**config.mk**
```make
export PLATFORM = sky130hd
export DESIGN_NAME = decoder_select_sched
export DESIGN_NICKNAME = d
export VERILOG_FILES = /design/src/rtl/decoder_select_sched.sv
export SDC_FILE = /design/constraint.sdc
export NUM_CORES = 1
export LEC_CHECK = 0
export BUFFER_PORTS_ARGS = -buffer_cell sky130_fd_sc_hd__buf_2
export CAP_MARGIN = 20
export CORE_MARGIN = 2
export CORE_UTILIZATION = 45
export DETAILED_ROUTE_END_ITERATION = 10
export PLACE_DENSITY = 0.66
export SYNTH_ARGS = -nofsm -noshare
export SYNTH_HDL_FRONTEND = slang
export SYNTH_SLANG_ARGS = --single-unit
```
**constraint.sdc**
```tcl
create_clock -name clk -period 7.8 [get_ports clk]
set_input_delay 0.39 -clock clk [delete_from_list [all_inputs] [get_ports clk]]
set_output_delay 0.39 -clock clk [all_outputs]
set_load 0.01 [all_outputs]
```
**src/rtl/decoder_select_sched.sv**
```systemverilog
// Round-robin scheduler for one shared 8-way one-hot select resource.
// A grant is held until done, requester withdrawal or hold timeout, then one
// mandatory idle (GAP) cycle separates consecutive grants.
module decoder_select_sched #(
  parameter int unsigned MAX_HOLD = 16
) (
  input  logic       clk,
  input  logic       rst_n,
  input  logic       en,
  input  logic [7:0] req,
  input  logic       done,
  output logic       gnt_vld,
  output logic [2:0] gnt_idx,
  output logic [7:0] dout,
  output logic       timeout
);

  localparam int unsigned HCW = (MAX_HOLD > 0) ? $clog2(MAX_HOLD + 1) : 1;
  // Counter value on the last permitted BUSY cycle.
  localparam logic [HCW-1:0] HoldLast = (MAX_HOLD > 0) ? HCW'(MAX_HOLD - 1) : '0;

  typedef enum logic [1:0] {StIdle, StBusy, StGap} state_e;

  state_e         state_q, state_d;
  logic           gnt_vld_q, gnt_vld_d;
  logic [2:0]     gnt_idx_q, gnt_idx_d;
  logic [7:0]     dout_q, dout_d;
  logic           timeout_q, timeout_d;
  logic [HCW-1:0] hold_cnt_q, hold_cnt_d;
  logic [2:0]     ptr_q, ptr_d;

  logic [2:0] sel;
  logic       sel_vld;
  logic [2:0] cand;
  logic       rel_done, rel_wd, rel_lim, rel_any;

  // Round-robin pick: first set request searching from ptr+1 upward, wrapping.
  always_comb begin
    sel     = ptr_q;
    sel_vld = 1'b0;
    cand    = ptr_q;
    for (int i = 1; i <= 8; i++) begin
      cand = ptr_q + 3'(i);
      if (!sel_vld && req[cand]) begin
        sel     = cand;
        sel_vld = 1'b1;
      end
    end
  end

  assign rel_done = done;
  assign rel_wd   = ~req[gnt_idx_q];
  assign rel_lim  = (MAX_HOLD != 0) && (hold_cnt_q == HoldLast);
  assign rel_any  = rel_done | rel_wd | rel_lim;

  // State and registered outputs.
  always_ff @(posedge clk or negedge rst_n) begin
    if (!rst_n) begin
      state_q    <= StIdle;
      gnt_vld_q  <= 1'b0;
      gnt_idx_q  <= 3'd0;
      dout_q     <= 8'h00;
      timeout_q  <= 1'b0;
      hold_cnt_q <= '0;
      ptr_q      <= 3'd7;
    end else begin
      state_q    <= state_d;
      gnt_vld_q  <= gnt_vld_d;
      gnt_idx_q  <= gnt_idx_d;
      dout_q     <= dout_d;
      timeout_q  <= timeout_d;
      hold_cnt_q <= hold_cnt_d;
      ptr_q      <= ptr_d;
    end
  end

  // Next-state: arbitrate in IDLE, hold in BUSY until release, one GAP cycle.
  always_comb begin
    state_d = state_q;
    unique case (state_q)
      StIdle:  if (en && sel_vld) state_d = StBusy;
      StBusy:  if (rel_any) state_d = StGap;
      StGap:   state_d = StIdle;
      default: state_d = StIdle;
    endcase
  end

  // Output/datapath next values; gnt_idx and ptr retain outside a new grant.
  always_comb begin
    gnt_vld_d  = gnt_vld_q;
    gnt_idx_d  = gnt_idx_q;
    dout_d     = dout_q;
    timeout_d  = 1'b0;
    hold_cnt_d = hold_cnt_q;
    ptr_d      = ptr_q;
    unique case (state_q)
      StIdle: begin
        gnt_vld_d = 1'b0;
        dout_d    = 8'h00;
        if (en && sel_vld) begin
          gnt_vld_d  = 1'b1;
          gnt_idx_d  = sel;
          dout_d     = 8'h01 << sel;
          ptr_d      = sel;
          hold_cnt_d = '0;
        end
      end
      StBusy: begin
        if (rel_any) begin
          gnt_vld_d = 1'b0;
          dout_d    = 8'h00;
          // Flag timeout only when the limit alone forced the release.
          timeout_d = rel_lim & ~rel_done & ~rel_wd;
        end else begin
          hold_cnt_d = hold_cnt_q + HCW'(1);
        end
      end
      StGap: begin
        gnt_vld_d = 1'b0;
        dout_d    = 8'h00;
      end
      default: begin
        gnt_vld_d = 1'b0;
        dout_d    = 8'h00;
      end
    endcase
  end

  assign gnt_vld = gnt_vld_q;
  assign gnt_idx = gnt_idx_q;
  assign dout    = dout_q;
  assign timeout = timeout_q;

endmodule

```
==> results.md <==
* Worst path bufs/invs at 1
* Final hold slack at 0.0903 ns
* Status: complete, no violations
* Maxcap violations at 0
* Met3 usage at 0.0128
* Cell variety after synth at 54
* Hold-fix buffers, CTS at 0
* Cells along the critical path: inv_1 > ha_1 > mux4_2 > mux2i_4 > mux2_4 > a2111oi_2 > a211oi_1 > or2_4 > o31ai_1
* DRT Wirelength at 4570 um
* Max stage delay on crit path at 0.80 ns
* First-pass DRT Iterations at 4
* Crit-path slowest cell: dfstp_2
* Yosys warnings at 0
* CTS tree: built
* Post-synth top area cell: dfrtp_1
* Worst path required time at between 7 and 8 ns
* Layout cell share with drive strength beyond 1 at 0.333
* Worst Hold Class: primary input to asynchronous set/reset pin
* Final worst-path cycle share at 0.521
* Main flop type after synthesis: dfrtp_1
* Setup TNS at 0 ns
* CTS Sinks at 23
* Clock Skew at between 0.004 and 0.005 ns
* Core area at 4320 um^2
* Skew-Pair Late Insertion Delay at roughly 0.26 ns
* Slew Limit Fails at 0
* Vias per inst at 5.99
* Post-Syn Nets at 206
* Max clock buf depth at 2
* Post-synth top cells: 24 x nand2_1, 20 x dfrtp_1, 15 x nor2_1
* DP HPWL at roughly 3400 um
* PortBufs at 24
* # diodes at 0
* Top-count cell post-synth: nand2_1
* Met2 usage at 0.331
* Resize count post-CTS at 0
* Reg-to-reg startpoint: ptr_q[0]
* Largest net degree at the start of global routing at 24
* Post-DR wirelength/cell at about 17 um
* CP delay by family, top: multiplexers
* Setup repair after global routing missed its margin: no
* Flops & latches, synth at 23
* 1st-iter DRT viols at around 150
* Die area at 5010 um^2
* Avg Inst Size Synth at about 11 um^2
* Routed Antenna Nets at 0
* Cell Area, Synth at about 2000 um^2
* CP startpoint kind: register
* Worst slew pin tran at roughly 0.53 ns
* Placed cell area at ~2100 um^2
* Die width at just over 70 um
* Site row count at 24
* Post-CTS Setup Inserts at 0
* H-tree depth at 1
* Final hold vios at 0
* Crit. End Element: register
* Worst slew margin at 0.637
* Clk pin slew, worst setup/hold paths at ~0.080 ns
* Post-synth EDFFs at 0
* Layout Cell Area excl Fill at approximately 2200 um^2
* WS Path Type: register to register
* Initial antenna violation count at 0
* Worst Path Arrival at between 4 and 5 ns
* Sequential fraction of the synthesis area at 0.288
* Routed via count at 1570
* Vias in the first global route at between 1500 and 2000
* Synth area leaders: dfrtp_1 25%, mux4_2 12%, mux2i_1 6.0%
* GR met1 Demand/Resource at 0.263
* Clk root buf: clkbuf_8
* Ys async rst share at 1.00
* GR Overflow Total at 0
* Crit path max fanout at 19
* Gpl congestion at slightly above 0.9
* Vert. Die Dim at 70.8 um
* CTS buffer count at 3
* Final setup vio count at 0
* Top cell type's share of synthesized area at 0.249
* Starting density of the core at 0.464
* GR peak layer: met2
* Crit. Startpoint: ptr_q[0]
* Layout Nets at 227
* I/O pins at 25
* First-pass GRT wire length at just under 8000 um
* Synth Instances at 190
* P&R area growth vs syn at 9.03%
* DR DRC count at 0
* Tot GR Track Use at 0.192
* Final min period at around 4 ns
* Peak Freq at roughly 0.25 GHz
## worst register-to-register path: cells and delay by family (launching register included)
family / cells / cell delay [ns]
compound gates: 3 / 0.76
fa+ha+maj: 1 / 0.66
simple gates: 1 / 0.30
flops: 1 / 0.80
buf+inv: 1 / 0.19
mux: 3 / 1.27
## metrics by stage
step,setup WS [ns],utilization,cells
2_1_floorplan,4.44,-,190
6_report,3.74,0.506,262
5_1_grt,3.46,0.506,262
3_5_place_dp,3.72,0.496,258
3_3_place_gp,3.87,0.496,258
4_1_cts,3.70,0.506,262
## layout by cell type (no fill, tap or decap), drive strengths merged, types with 7 or more instances in the layout
| cell type | count |
|---|---|
| mux4 | 11 |
| buf | 25 |
| mux2i | 15 |
| nor2 | 15 |
| o31ai | 9 |
| nand2 | 26 |
| mux2 | 10 |
| dfrtp | 20 |
| inv | 7 |
| o21ai | 7 |
## registers in the layout (all words and copies together) (netlist names)
register    count
dout            8
timeout         1
ptr_q           3
gnt_vld         1
gnt_idx         3
state_q         2
hold_cnt_q      5
## layer usage
metal	wire length, um	part of all wire
met1	2030	0.44
met2	2390	0.52
met3	134	0.029
met4	22	0.0048
met5	0	0
## logic make-up after synthesis
| kind of cell | Yosys count | synth area share |
|---|---|---|
| compound gates | 37 | 0.145 |
| xor+xnor | 6 | 0.0355 |
| fa+ha+maj | 4 | 0.0249 |
| buf+inv | 16 | 0.0449 |
| flops | 23 | 0.288 |
| mux | 36 | 0.280 |
| simple gates | 68 | 0.181 |
## worst paths after layout
kind                       endpoint  slack [ns]  cells past startpoint
setup / recovery            dout[4]        3.74                      9
hold / removal              timeout        0.09                      1
setup reg to reg            dout[4]        3.74                      9
hold reg to reg             dout[2]        0.49                      2
max in group asynchronous  ptr_q[2]        7.35                      1
min in group clk            timeout        0.30                      2
## layout make-up
cell class,count,area [um^2]
well taps,52,65.1
clock inverters,1,5.00
multi-input cells,151,1350
fillers,416,2130
flip-flops and latches,23,579
repair buffers,25,128
inverters,7,26.3
clock buffers,3,41.3
Power is not shown: default switching activity piles up to over one toggle a cycle in this logic, so the estimate is an artifact.
